==> src/rtl/uart_seq_pkg.sv <==
// Shared definitions for the UART command sequencer: FSM encoding and
// command packet field positions.
package uart_seq_pkg;

    typedef enum logic [1:0] {
        IDLE    = 2'd0,
        ISSUE   = 2'd1,
        WAIT_RD = 2'd2
    } seq_state_e;

    localparam int CMD_RW_BIT   = 15;
    localparam int CMD_ADDR_LSB = 8;
    localparam int CMD_DATA_LSB = 0;

    localparam logic CMD_WRITE = 1'b1;

endpackage

==> src/rtl/uart_cmd_fifo.sv <==
// Synchronous request FIFO; pointers carry an extra MSB so full and empty
// are distinguishable without a separate occupancy counter.
module uart_cmd_fifo #(
    parameter int WIDTH = 16,
    parameter int DEPTH = 4
) (
    input  logic             clk,
    input  logic             rst,
    input  logic             push,
    input  logic             pop,
    input  logic [WIDTH-1:0] din,
    output logic [WIDTH-1:0] dout,
    output logic             full,
    output logic             empty
);

    localparam int AW = $clog2(DEPTH);

    logic [WIDTH-1:0] mem_q [DEPTH];
    logic [AW:0]      wr_ptr_q, wr_ptr_d;
    logic [AW:0]      rd_ptr_q, rd_ptr_d;
    logic             do_push;
    logic             do_pop;

    assign empty   = (wr_ptr_q == rd_ptr_q);
    assign full    = (wr_ptr_q[AW] != rd_ptr_q[AW]) &&
                     (wr_ptr_q[AW-1:0] == rd_ptr_q[AW-1:0]);
    assign do_push = push && !full;
    assign do_pop  = pop && !empty;
    assign dout    = mem_q[rd_ptr_q[AW-1:0]];

    always_comb begin
        wr_ptr_d = wr_ptr_q;
        rd_ptr_d = rd_ptr_q;
        if (do_push) wr_ptr_d = wr_ptr_q + (AW+1)'(1);
        if (do_pop)  rd_ptr_d = rd_ptr_q + (AW+1)'(1);
    end

    always_ff @(posedge clk or posedge rst) begin
        if (rst) begin
            wr_ptr_q <= '0;
            rd_ptr_q <= '0;
        end else begin
            wr_ptr_q <= wr_ptr_d;
            rd_ptr_q <= rd_ptr_d;
        end
    end

    // Storage needs no reset: an entry is only read after it has been written.
    always_ff @(posedge clk) begin
        if (do_push) mem_q[wr_ptr_q[AW-1:0]] <= din;
    end

endmodule

==> src/rtl/uart_cmd_sequencer.sv <==
// Queues host register requests, issues them one at a time as UART command
// packets and returns a single response (data or timeout) for each read.
module uart_cmd_sequencer
    import uart_seq_pkg::*;
#(
    parameter int DATA_WIDTH     = 8,
    parameter int ADDR_WIDTH     = 7,
    parameter int CMD_PKT_LEN    = 16,
    parameter int FIFO_DEPTH     = 4,
    parameter int TIMEOUT_CYCLES = 50_000
) (
    input  logic                   clk,
    input  logic                   rst,
    input  logic                   req_valid,
    output logic                   req_ready,
    input  logic                   req_write,
    input  logic [ADDR_WIDTH-1:0]  req_addr,
    input  logic [DATA_WIDTH-1:0]  req_wdata,
    output logic [CMD_PKT_LEN-1:0] cmd,
    output logic                   uart_valid,
    input  logic                   uart_ready,
    input  logic [DATA_WIDTH-1:0]  read_data,
    input  logic                   read_valid,
    output logic                   rsp_valid,
    output logic [DATA_WIDTH-1:0]  rsp_rdata,
    output logic                   rsp_timeout,
    output logic [7:0]             stray_count,
    output logic                   busy
);

    localparam int ENTRY_W = 1 + ADDR_WIDTH + DATA_WIDTH;
    localparam int CNT_W   = $clog2(TIMEOUT_CYCLES + 1);
    localparam logic [CNT_W-1:0] CNT_LAST = CNT_W'(TIMEOUT_CYCLES - 1);

    seq_state_e             state_q, state_d;
    logic [CMD_PKT_LEN-1:0] cmd_q, cmd_d;
    logic                   uart_valid_q;
    logic [CNT_W-1:0]       cnt_q, cnt_d;
    logic                   rsp_valid_q, rsp_valid_d;
    logic [DATA_WIDTH-1:0]  rsp_rdata_q, rsp_rdata_d;
    logic                   rsp_timeout_q, rsp_timeout_d;
    logic [7:0]             stray_q, stray_d;

    logic                   fifo_push;
    logic                   fifo_pop;
    logic                   fifo_full;
    logic                   fifo_empty;
    logic [ENTRY_W-1:0]     fifo_din;
    logic [ENTRY_W-1:0]     fifo_dout;
    logic                   head_write;
    logic [ADDR_WIDTH-1:0]  head_addr;
    logic [DATA_WIDTH-1:0]  head_wdata;

    assign req_ready = !fifo_full;
    assign fifo_push = req_valid && !fifo_full;
    assign fifo_din  = {req_write, req_addr, req_wdata};
    assign {head_write, head_addr, head_wdata} = fifo_dout;

    uart_cmd_fifo #(
        .WIDTH (ENTRY_W),
        .DEPTH (FIFO_DEPTH)
    ) u_fifo (
        .clk   (clk),
        .rst   (rst),
        .push  (fifo_push),
        .pop   (fifo_pop),
        .din   (fifo_din),
        .dout  (fifo_dout),
        .full  (fifo_full),
        .empty (fifo_empty)
    );

    always_comb begin
        state_d       = state_q;
        cmd_d         = cmd_q;
        cnt_d         = cnt_q;
        rsp_valid_d   = 1'b0;
        rsp_rdata_d   = rsp_rdata_q;
        rsp_timeout_d = rsp_timeout_q;
        fifo_pop      = 1'b0;

        unique case (state_q)
            IDLE: begin
                if (!fifo_empty) begin
                    fifo_pop                              = 1'b1;
                    cmd_d                                 = '0;
                    cmd_d[CMD_RW_BIT]                     = head_write;
                    cmd_d[CMD_ADDR_LSB +: ADDR_WIDTH]     = head_addr;
                    // Reads carry a zero data field regardless of what the host drove.
                    if (head_write == CMD_WRITE)
                        cmd_d[CMD_DATA_LSB +: DATA_WIDTH] = head_wdata;
                    state_d                               = ISSUE;
                end
            end
            ISSUE: begin
                if (uart_ready) begin
                    if (cmd_q[CMD_RW_BIT] == CMD_WRITE) begin
                        state_d = IDLE;
                    end else begin
                        cnt_d   = '0;
                        state_d = WAIT_RD;
                    end
                end
            end
            WAIT_RD: begin
                cnt_d = cnt_q + CNT_W'(1);
                // A data byte arriving on the final cycle beats the timeout.
                if (read_valid) begin
                    rsp_valid_d   = 1'b1;
                    rsp_rdata_d   = read_data;
                    rsp_timeout_d = 1'b0;
                    state_d       = IDLE;
                end else if (cnt_q == CNT_LAST) begin
                    rsp_valid_d   = 1'b1;
                    rsp_rdata_d   = '0;
                    rsp_timeout_d = 1'b1;
                    state_d       = IDLE;
                end
            end
            default: state_d = IDLE;
        endcase
    end

    always_comb begin
        stray_d = stray_q;
        if (read_valid && (state_q != WAIT_RD) && (stray_q != 8'hFF))
            stray_d = stray_q + 8'd1;
    end

    always_ff @(posedge clk or posedge rst) begin
        if (rst) begin
            state_q       <= IDLE;
            cmd_q         <= '0;
            uart_valid_q  <= 1'b0;
            cnt_q         <= '0;
            rsp_valid_q   <= 1'b0;
            rsp_rdata_q   <= '0;
            rsp_timeout_q <= 1'b0;
            stray_q       <= '0;
        end else begin
            state_q       <= state_d;
            cmd_q         <= cmd_d;
            uart_valid_q  <= (state_d == ISSUE);
            cnt_q         <= cnt_d;
            rsp_valid_q   <= rsp_valid_d;
            rsp_rdata_q   <= rsp_rdata_d;
            rsp_timeout_q <= rsp_timeout_d;
            stray_q       <= stray_d;
        end
    end

    assign cmd         = cmd_q;
    assign uart_valid  = uart_valid_q;
    assign rsp_valid   = rsp_valid_q;
    assign rsp_rdata   = rsp_rdata_q;
    assign rsp_timeout = rsp_timeout_q;
    assign stray_count = stray_q;
    assign busy        = !fifo_empty || (state_q != IDLE);

endmodule

==> config.mk <==
export PLATFORM = sky130hd
export DESIGN_NAME = uart_cmd_sequencer
export DESIGN_NICKNAME = d
export VERILOG_FILES = /design/src/rtl/uart_seq_pkg.sv /design/src/rtl/uart_cmd_fifo.sv /design/src/rtl/uart_cmd_sequencer.sv
export SDC_FILE = /design/constraint.sdc
export NUM_CORES = 1
export LEC_CHECK = 0
export ABC_CLOCK_PERIOD_IN_PS = 2050
export CORE_MARGIN = 1.5
export CORE_UTILIZATION = 40
export DETAILED_ROUTE_END_ITERATION = 12
export PLACE_DENSITY_LB_ADDON = 0.25
export REMOVE_ABC_BUFFERS = 1
export SYNTH_ARGS = -nofsm -noshare
export SYNTH_HDL_FRONTEND = slang
export SYNTH_SLANG_ARGS = --single-unit
==> constraint.sdc <==
create_clock -name clk -period 2.05 [get_ports clk]
set_clock_uncertainty 0.1 [all_clocks]
set_input_delay 0.205 -clock clk [delete_from_list [all_inputs] [get_ports clk]]
set_output_delay 0.205 -clock clk [all_outputs]
set_load 0.005 [all_outputs]
Word level (Yosys, flattened, before mapping)
Memories as Yosys holds them, arrays and structs flattened. Cells that the tools add are included.

Register bits after elaboration: 59. Output and inout port bits: 37. ROM bits: 0. Bits of input ports: 29. Memories kept: 1. Bits in latches: 0. RAM bits: 64.

Memories: u_fifo.mem_q (depth 4, bits a word 16, rd ports 1, clocked after Yosys merged registers in 0, wr ports 1, RTL line uart_cmd_fifo.sv:19) `logic [WIDTH-1:0] mem_q [DEPTH];`.

Divide/modulo/power cells: 0. Bitwise operators: 1. Reductions and logical operators: 16. Multipliers: 0. Mux-type cells: 21. $lt $le $gt $ge: 0. Add/subtract/negate cells: 4. Eq/ne operators: 11. Shift operators: 0.

Operators with widths (count): two-way mux 16 bit (2); case mux 16 bit (2 select lines) (1); two-way mux 8 bit (3); adder 16 x 1 -> 16 bit, second input constant (1); equality test 16 bit, second input constant (1); two-way mux 2 bit (5); two-way mux 1 bit (9); adder 8 x 1 -> 8 bit, second input constant (1); inequality test 8 bit, second input constant (1); adder 3 x 1 -> 3 bit, second input constant (2); logical AND 1 bit (6); inequality test 2 bit, second input constant (3); case mux 2 bit (3 select lines) (1); nonzero test 2 bit (3); equality test 2 x 1 -> 1 bit, second input constant (2); AND reduction 2 bit (2); equality test 3 bit (1); AND reduction 3 bit (1); equality test 2 bit (1); equality test 2 bit, second input constant (1); logical NOT 1 bit (2); logical NOT 2 bit (1); logical OR 1 bit (1); inequality test 1 bit (1); inverter 1 bit (1).

Depth between registers and ports, before layout
Gate-level depths: netlist of run 1.

Word-level depth: 7. Depth in mapped cells: 7.

Modules after synthesis
A second synthesis of run 1 with hierarchy kept.

Cell total of the unflattened synthesis: 354. Area, all modules: 5116.2 um^2.

Modules (own cells, without submodules): uart_cmd_fifo (area each 2813.9 um^2, cells each 133, instances 1, sequential area each 2072.0 um^2); uart_cmd_sequencer (area each 2302.2 um^2, cells each 221, instances 1, sequential area each 1326.3 um^2).

Worst setup path before layout of run 1
OpenSTA, ideal clock, no wires.

Path kind: register to register. Start point: register u_fifo.rd_ptr_q[1]. End point: memory u_fifo.mem_q[3][0], enable pin. Required time: 1575 ps. Arrival: 1601 ps. Setup time: 375 ps. Period minus slack after synthesis: 2077 ps. Cell stages (with the launch flop): 5. Setup slack: -27 ps. Cell sequence: dfrtp_1 -> buf_4 -> xnor2_1 -> a31oi_1 -> and2_1.

Longest elaborated chain between the ends: 7.

RTL lines: start, declared (RTL line uart_cmd_fifo.sv:21) `logic [AW:0] rd_ptr_q, rd_ptr_d;`; start signal, assigned (RTL line uart_cmd_fifo.sv:45) `rd_ptr_q <= rd_ptr_d;`; equality test 2 bit * (RTL line uart_cmd_fifo.sv:27) `(wr_ptr_q[AW-1:0] == rd_ptr_q[AW-1:0]);`; logical AND 1 bit * (RTL line uart_cmd_fifo.sv:26) `assign full = (wr_ptr_q[AW] != rd_ptr_q[AW]) &&`; logical NOT 1 bit * (RTL line uart_cmd_fifo.sv:28, uart_cmd_sequencer.sv:55); logical AND 1 bit (RTL line uart_cmd_sequencer.sv:55) `assign fifo_push = req_valid && !fifo_full;`; logical AND 1 bit * (RTL line uart_cmd_fifo.sv:28) `assign do_push = push && !full;`; two-way mux 1 bit * (RTL line uart_cmd_fifo.sv:51) `if (do_push) mem_q[wr_ptr_q[AW-1:0]] <= din;`; two-way mux 1 bit (implied by the code) * (RTL line uart_cmd_fifo.sv:51); end, declared (RTL line uart_cmd_fifo.sv:19).

Mark *: on every way between the ends. The rest lies on a longest branch, timed or not.

Final worst setup path of run 1
Start point: register u_fifo.rd_ptr_q[1]. End point: output req_ready.

Longest elaborated chain between the ends: 3.

RTL lines: equality test 2 bit (RTL line uart_cmd_fifo.sv:27); logical AND 1 bit (RTL line uart_cmd_fifo.sv:26); logical NOT 1 bit (RTL line uart_cmd_sequencer.sv:54) `assign req_ready = !fifo_full;`; end, declared (RTL line uart_cmd_sequencer.sv:15) `output logic req_ready,`.

Every way passes these cells.

==> impl_metrics.csv, run 1 <==
group,metric,value,unit
pwr,total_power,10.1,mW
yosys,yosysUniqueCellTypes,46,
critical_path,critPathMaxFanout,3,
critical_path,arrival,1.68,ns
timing,slew_headroom,66.4,%
clocking,cts_buffers,17,
timing,period_share,96.8,%
route,drt-initial-drc-count,186,
place,placed_cells,561,
pwr,ir_drop,0.000780,V
die,coreArea,12100,um^2
job,maxCapViolCount,0,
pwr,p_int,7.22,mW
clocking,path_clk_slew,0.06,ns
clocking,cts_sinks,123,
die,start_util,41.3,%
pwr,pwr-share-clk,30.9,%
pwr,power-per-cell-area,1510,nW/um^2
timing,setup_viol,0,
critical_path,required,1.75,ns
yosys,synth_top_area_share,38.4,%
clocking,clk_latency,0.41,ns
finish,layout.nets,455,
finish,diodes,0,
min_path,hold_path.class,"in -> async",
die,row_count,40,
outcome,status,"completed",
finish,syn_to_final_growth,33.3,%
route,vias_per_cell,4.92,
timing,max_freq,504,MHz
place,gp_congestion,0.740,
timing,period_minus_slack,1.98,ns
timing,maxSlewViolCount,0,
route,dr.pass1.iters,4,
route,routedWlPerCell,15.6,um
yosys,synth_edf_count,64,
timing,final.setup.worst_slack,0.0651,ns
clocking,cts-root-buf,"clkbuf_16",
clocking,cts_max_level,4,
grt,antenna_found_initial,0,
die,die-area,13200,um^2
timing,tightest_slew,0.502,ns
grt,grt_pass1_vias,2980,
pwr,power_frac_comb,32.1,%
yosys,yosysWarnings,0,
place,dp_hpwl,5860,um
timing,hold_viol,0,
grt,grtUsageTotal,15.5,%
critical_path,critPathKind,"reg -> out",
die,die_h,115,um
finish,drive_gt1_share,20.8,%
yosys,ys_ff_latch,123,
yosys,synth_area,5000,um^2
place,numPortBuffers,65,
clocking,clockBufferDepth,2,
yosys,synthTopCellsByArea,"edfxtp_1 38%, dfrtp_1 30%, mux4_2 6.3%",
route,ant_nets,0,
pwr,p_leak,2.64,nW
clocking,cts_tree,"done",
finish,stdcell_count,600,
yosys,yosysSeqAreaShare,67.9,%
grt,grt_first_pass_wirelength,15200,um
pwr,p_seq_share,37.0,%
route,drt_wl_total,9350,um
route,num_vias,2953,
pwr,p_sw_share,28.2,%
die,die_w,115,um
yosys,postSynthCellCount,322,
grt,grt_max_degree,60,
yosys,syn-mean-instance-area,15.5,um^2
pwr,p_sw,2.84,mW
die,io_pins,66,
critical_path,critPathLaunchType,"register",
critical_path,rrSetupSlack,0.13,ns
route,drc_errors,0,
yosys,async_reset_ff_share,48.0,%
yosys,synth.largest_area_cell,"edfxtp_1",
finish,fillers,1033,
critical_path,critical_path.endpoint_type,"output port",
yosys,ys.flop_type,"edfxtp_1",
place,preCtsSetupSlack,0.140,ns
grt,gr-total-overflow,0,
timing,final.setup.tns,0,ns
-- cell families after synthesis --
logic type / share of synthesized area, %
and+or+nand+nor: 7.93
DFF: 67.9
buffers and inverters: 2.68
AOI/OAI and AO/OA: 6.25
adders and majority gates: 1.75
xor gates and xnor gates: 2.78
muxes: 10.7
-- sequential cells by signal (all words and copies together), names as in the netlist --
| register | cells |
|---|---|
| cmd | 16 |
| rsp_timeout | 1 |
| rsp_valid | 1 |
| stray_count | 8 |
| u_fifo.rd_ptr_q | 3 |
| rsp_rdata | 8 |
| cnt_q | 16 |
| u_fifo.wr_ptr_q | 3 |
| state_q | 2 |
| uart_valid | 1 |
| u_fifo.mem_q | 64 |
-- worst max-delay path: stages, from the launching register on --
cell and delay (ns):
dfrtp_1 0.41, xnor2_2 0.15, buf_4 0.14, nand3_1 0.08, clkdlybuf4s50_1 0.50
-- power by group through the flow --
stage / Combinational, mW / Sequential (mW) / Clock, mW
final: 3.23 / 3.72 / 3.10
after global routing: 3.56 / 3.80 / 3.29
after CTS: 3.25 / 3.72 / 3.18
after detailed placement: 3.12 / 3.78 / 0
after global placement: 3.07 / 3.75 / 0
after floorplan: 1.54 / 3.85 / 0
-- synthesized netlist by cell type, drive strengths merged (2+ instances only) --
cell / instances
mux2i: 8
dfrtp: 59
xor2: 8
nand4: 5
nor4b: 2
nor3: 4
mux2: 10
edfxtp: 64
buf: 8
clkbuf: 3
nand2: 30
mux4: 15
and2: 6
o211ai: 4
inv: 15
o21ai: 11
o31ai: 11
nor2: 8
a211oi: 2
nand3: 11
ha: 7
a22o: 8
and4b: 2
xnor2: 7
-- per-layer routing --
| metal | track usage [%] | vias up | routed length (um) |
|---|---|---|---|
| met4 | 4.69 | 0 | 135 |
| met2 | 26.8 | 66 | 4790 |
| met1 | 17.9 | 1458 | 3950 |
| li1 | - | 1414 | - |
| met3 | 6.01 | 15 | 475 |
| met5 | 0 | - | 0 |
-- final timing paths --
path | from | endpoint | depth (start not counted)
setup reg to reg | state_q[0]$_DFF_PP0_ | cnt_q[13]$_DFFE_PP0P_ | 4
hold reg to reg | stray_count[7]$_DFFE_PP0P_ | stray_count[7]$_DFFE_PP0P_ | 1
max in group asynchronous | rst | u_fifo.rd_ptr_q[2]$_DFFE_PP0P_ | 3
hold / removal | rst | rsp_rdata[3]$_DFFE_PP0P_ | 3
min in group clk | read_data[7] | rsp_rdata[7]$_DFFE_PP0P_ | 2
setup / recovery | u_fifo.rd_ptr_q[1]$_DFFE_PP0P_ | req_ready | 4
-- cell usage in the layout (no fill, tap or decap), types with 8 or more instances in the layout --
master and n:
clkdlybuf4s50_1 64, mux2i_1 8, dfrtp_1 59, clkbuf_16 17
mux2_2 10, mux4_2 14, edfxtp_1 64, inv_1 14
nand2_1 30, a22o_1 8, o21ai_0 10, nand3_1 11
buf_4 19, o31ai_1 9
-- metrics by stage --
| stage | cell area (um^2) | util [%] | hold WS (ns) |
|---|---|---|---|
| floorplan | 4920 | - | 0.204 |
| global placement | 5980 | 49.3 | 0.380 |
| detailed placement | 5980 | 49.3 | 0.388 |
| CTS | 6650 | 54.9 | 0.106 |
| global route | 6670 | 55.0 | 0.139 |
| finish | 6670 | 55.0 | 0.0958 |
-- final cells by class --
class	instances	area, um^2	area share, %
clock buffers	18	429	6.44
multi-input cells	173	1490	22.3
clock inverters	14	195	2.93
well taps	168	210	3.15
repair buffers	89	888	13.3
flip-flops and latches	123	3400	51.0
inverters	15	56.3	0.845
-- repair_timing --
item                       CTS  global route
cloned                       0             0
buffers inserted             5             2
setup endpoints to repair    2             2
pin swaps                    2             2
hold buffers                 0             0
gates resized for setup      3             3
No activity file was read; power rests on OpenSTA's default activity.
==> run 2, diff against run 1 <==
CTS_CLUSTER_DIAMETER = 120   (was unset)
SKIP_LAST_GASP = 1   (was unset)
==> results of run 2 <==
The final DEF is identical to that of run 1; final timing and power are the same.
==> run 3, diff against run 2 <==
ABC_CLOCK_PERIOD_IN_PS = 2100   (was 2050)
TNS_END_PERCENT = 10   (was unset)
clock period = 2.1 ns   (was 2.05 ns; I/O delays follow)
==> run 3 against run 2 <==
Compared with the run above:
- first-iteration DRC count is 7.5% lower
- flip-flop and latch count stayed put
- global-route usage rose by 0.57 points
- final cell count fell by 0.50%
- sequential share of layout area up 0.40 points
- wire length grew 0.35%
- combinational power shrank 4%
- total power is 4.2% lower
- utilization decreased by 0.42 points
- critical path type unchanged
- die area is the same
- largest power group unchanged
==> impl_metrics.csv, run 3 (synthesis results as in run 1) <==
group,metric,value,unit
pwr,power-per-cell-area,1460,nW/um^2
clocking,cts_max_level,4,
critical_path,arrival,1.72,ns
timing,maxSlewViolCount,0,
clocking,clk_latency,0.41,ns
finish,syn_to_final_growth,32.2,%
route,dr.pass1.iters,4,
die,row_count,40,
finish,drive_gt1_share,20.3,%
die,die-area,13200,um^2
outcome,status,"completed",
min_path,hold_path.class,"in -> async",
die,die_w,115,um
finish,final_cell_mix,"64 x clkdlybuf4s50_1, 64 x edfxtp_1, 59 x dfrtp_1",
clocking,cts_sinks,123,
die,die_h,115,um
critical_path,critPathMaxFanout,2,
clocking,path_clk_slew,0.05,ns
critical_path,critPathKind,"reg -> out",
critical_path,rrSetupSlack,0.19,ns
critical_path,critical_path.endpoint_type,"output port",
timing,setup_viol,0,
grt,grt_max_degree,60,
finish,final_util,54.6,%
critical_path,required,1.79,ns
grt,grtUsageTotal,16.1,%
critical_path,r2r-start,"state_q[0]$_DFF_PP0_",
timing,period_minus_slack,2.03,ns
route,drt_wl_total,9390,um
clocking,cts_tree,"done",
timing,slew_headroom,69.0,%
route,routedWlPerCell,15.7,um
pwr,p_leak,2.62,nW
critical_path,critPathLaunchType,"register",
die,io_pins,66,
job,maxCapViolCount,0,
finish,largest_reg_flops,64,
die,coreArea,12100,um^2
route,drc_errors,0,
finish,layout.nets,452,
critical_path,r2r_end,"cnt_q[13]$_DFFE_PP0P_",
place,placed_cells,560,
grt,gr-total-overflow,0,
route,num_vias,2953,
clocking,clockBufferDepth,2,
route,drt-initial-drc-count,172,
timing,period_share,96.5,%
place,preCtsSetupSlack,0.166,ns
place,gp_congestion,0.747,
die,start_util,41.3,%
clocking,cts_buffers,17,
grt,grt_pass1_vias,3136,
clocking,cts-root-buf,"clkbuf_16",
timing,rsz0062_at_grt,"false",
critical_path,r2r.worst_path.cells,4,
timing,tightest_slew,0.463,ns
timing,final.setup.worst_slack,0.0734,ns
finish,stdcell_count,597,
grt,antenna_found_initial,0,
grt,grt_first_pass_wirelength,15700,um
timing,max_freq,493,MHz
place,dp_hpwl,5880,um
finish,diodes,0,
place,numPortBuffers,65,
route,vias_per_cell,4.95,
pwr,ir_drop,0.00100,V
timing,hold_viol,0,
route,ant_nets,0,
==> run 3: cell count changes in the layout (fill, tap and decap cells not counted), sizes merged <==
cell and change:
buf -3, inv +3, bufinv -2, clkbuf -1, clkdlybuf4s15 +1, clkinvlp -1
==> run 3: critical path, stage by stage (launching register included) <==
cell and delay, ns:
dfrtp_1 0.41, xnor2_2 0.19, nand2_1 0.09, or4_4 0.41, clkdlybuf4s15_1 0.21
==> run 3: final cells by class <==
type / instances / area (um^2)
Multi-Input combinational cell: 173 / 1480
Clock buffer: 18 / 439
Sequential cell: 123 / 3400
Inverter: 15 / 56.3
Clock inverter: 14 / 159
Fill cell: 1024 / 5500
Tap cell: 168 / 210
Timing Repair Buffer: 86 / 871
==> run 3: worst max path at each step <==
| stage | startpoint | depth (start not counted) | endpoint | slack [ns] |
|---|---|---|---|---|
| 2_1_floorplan | u_fifo.rd_ptr_q[0]$_DFFE_PP0P_ | 3 | u_fifo.rd_ptr_q[1]$_DFFE_PP0P_ | -0.44 |
| 3_3_place_gp | u_fifo.wr_ptr_q[0]$_DFFE_PP0P_ | 4 | busy | 0.21 |
| 3_5_place_dp | u_fifo.wr_ptr_q[0]$_DFFE_PP0P_ | 4 | busy | 0.17 |
| 4_1_cts | u_fifo.wr_ptr_q[1]$_DFFE_PP0P_ | 4 | busy | 0.002 |
| 5_1_grt | u_fifo.rd_ptr_q[1]$_DFFE_PP0P_ | 4 | busy | 0.02 |
| 6_report | u_fifo.rd_ptr_q[1]$_DFFE_PP0P_ | 4 | busy | 0.07 |
==> run 3: routing by layer <==
layer | vias up | routed length, um | global-route usage [%]
li1 | 1412 | - | -
met1 | 1468 | 3850 | 18.7
met2 | 65 | 4950 | 27.7
met3 | 8 | 490 | 5.43
met4 | 0 | 90 | 6.01
met5 | - | 0 | 0
==> run 3: per-stage QoR <==
stage	cell area, um^2	hold WS, ns	total power, mW	setup TNS (ns)
2_1_floorplan	4920	0.209	5.26	-32.58
6_report	6620	0.0973	9.63	0
5_1_grt	6620	0.135	10.2	0
4_1_cts	6610	0.113	9.76	0
3_5_place_dp	5970	0.374	6.74	0
3_3_place_gp	5970	0.374	6.64	0
==> run 3: timing repair <==
| item | 4_1_cts | 5_1_grt |
|---|---|---|
| setup buffers | 5 | 0 |
| endpoints found under the setup margin | 1 | 1 |
| gates resized for setup | 2 | 2 |
| pin swaps | 2 | 2 |
| hold buffers | 0 | 0 |
==> run 3: report_power, final <==
part	internal, mW	switching (mW)	total (mW)
Sequential	3.26	0.377	3.63
Combinational	1.75	1.35	3.10
Clock	1.80	1.10	2.90
Total	6.81	2.83	9.63
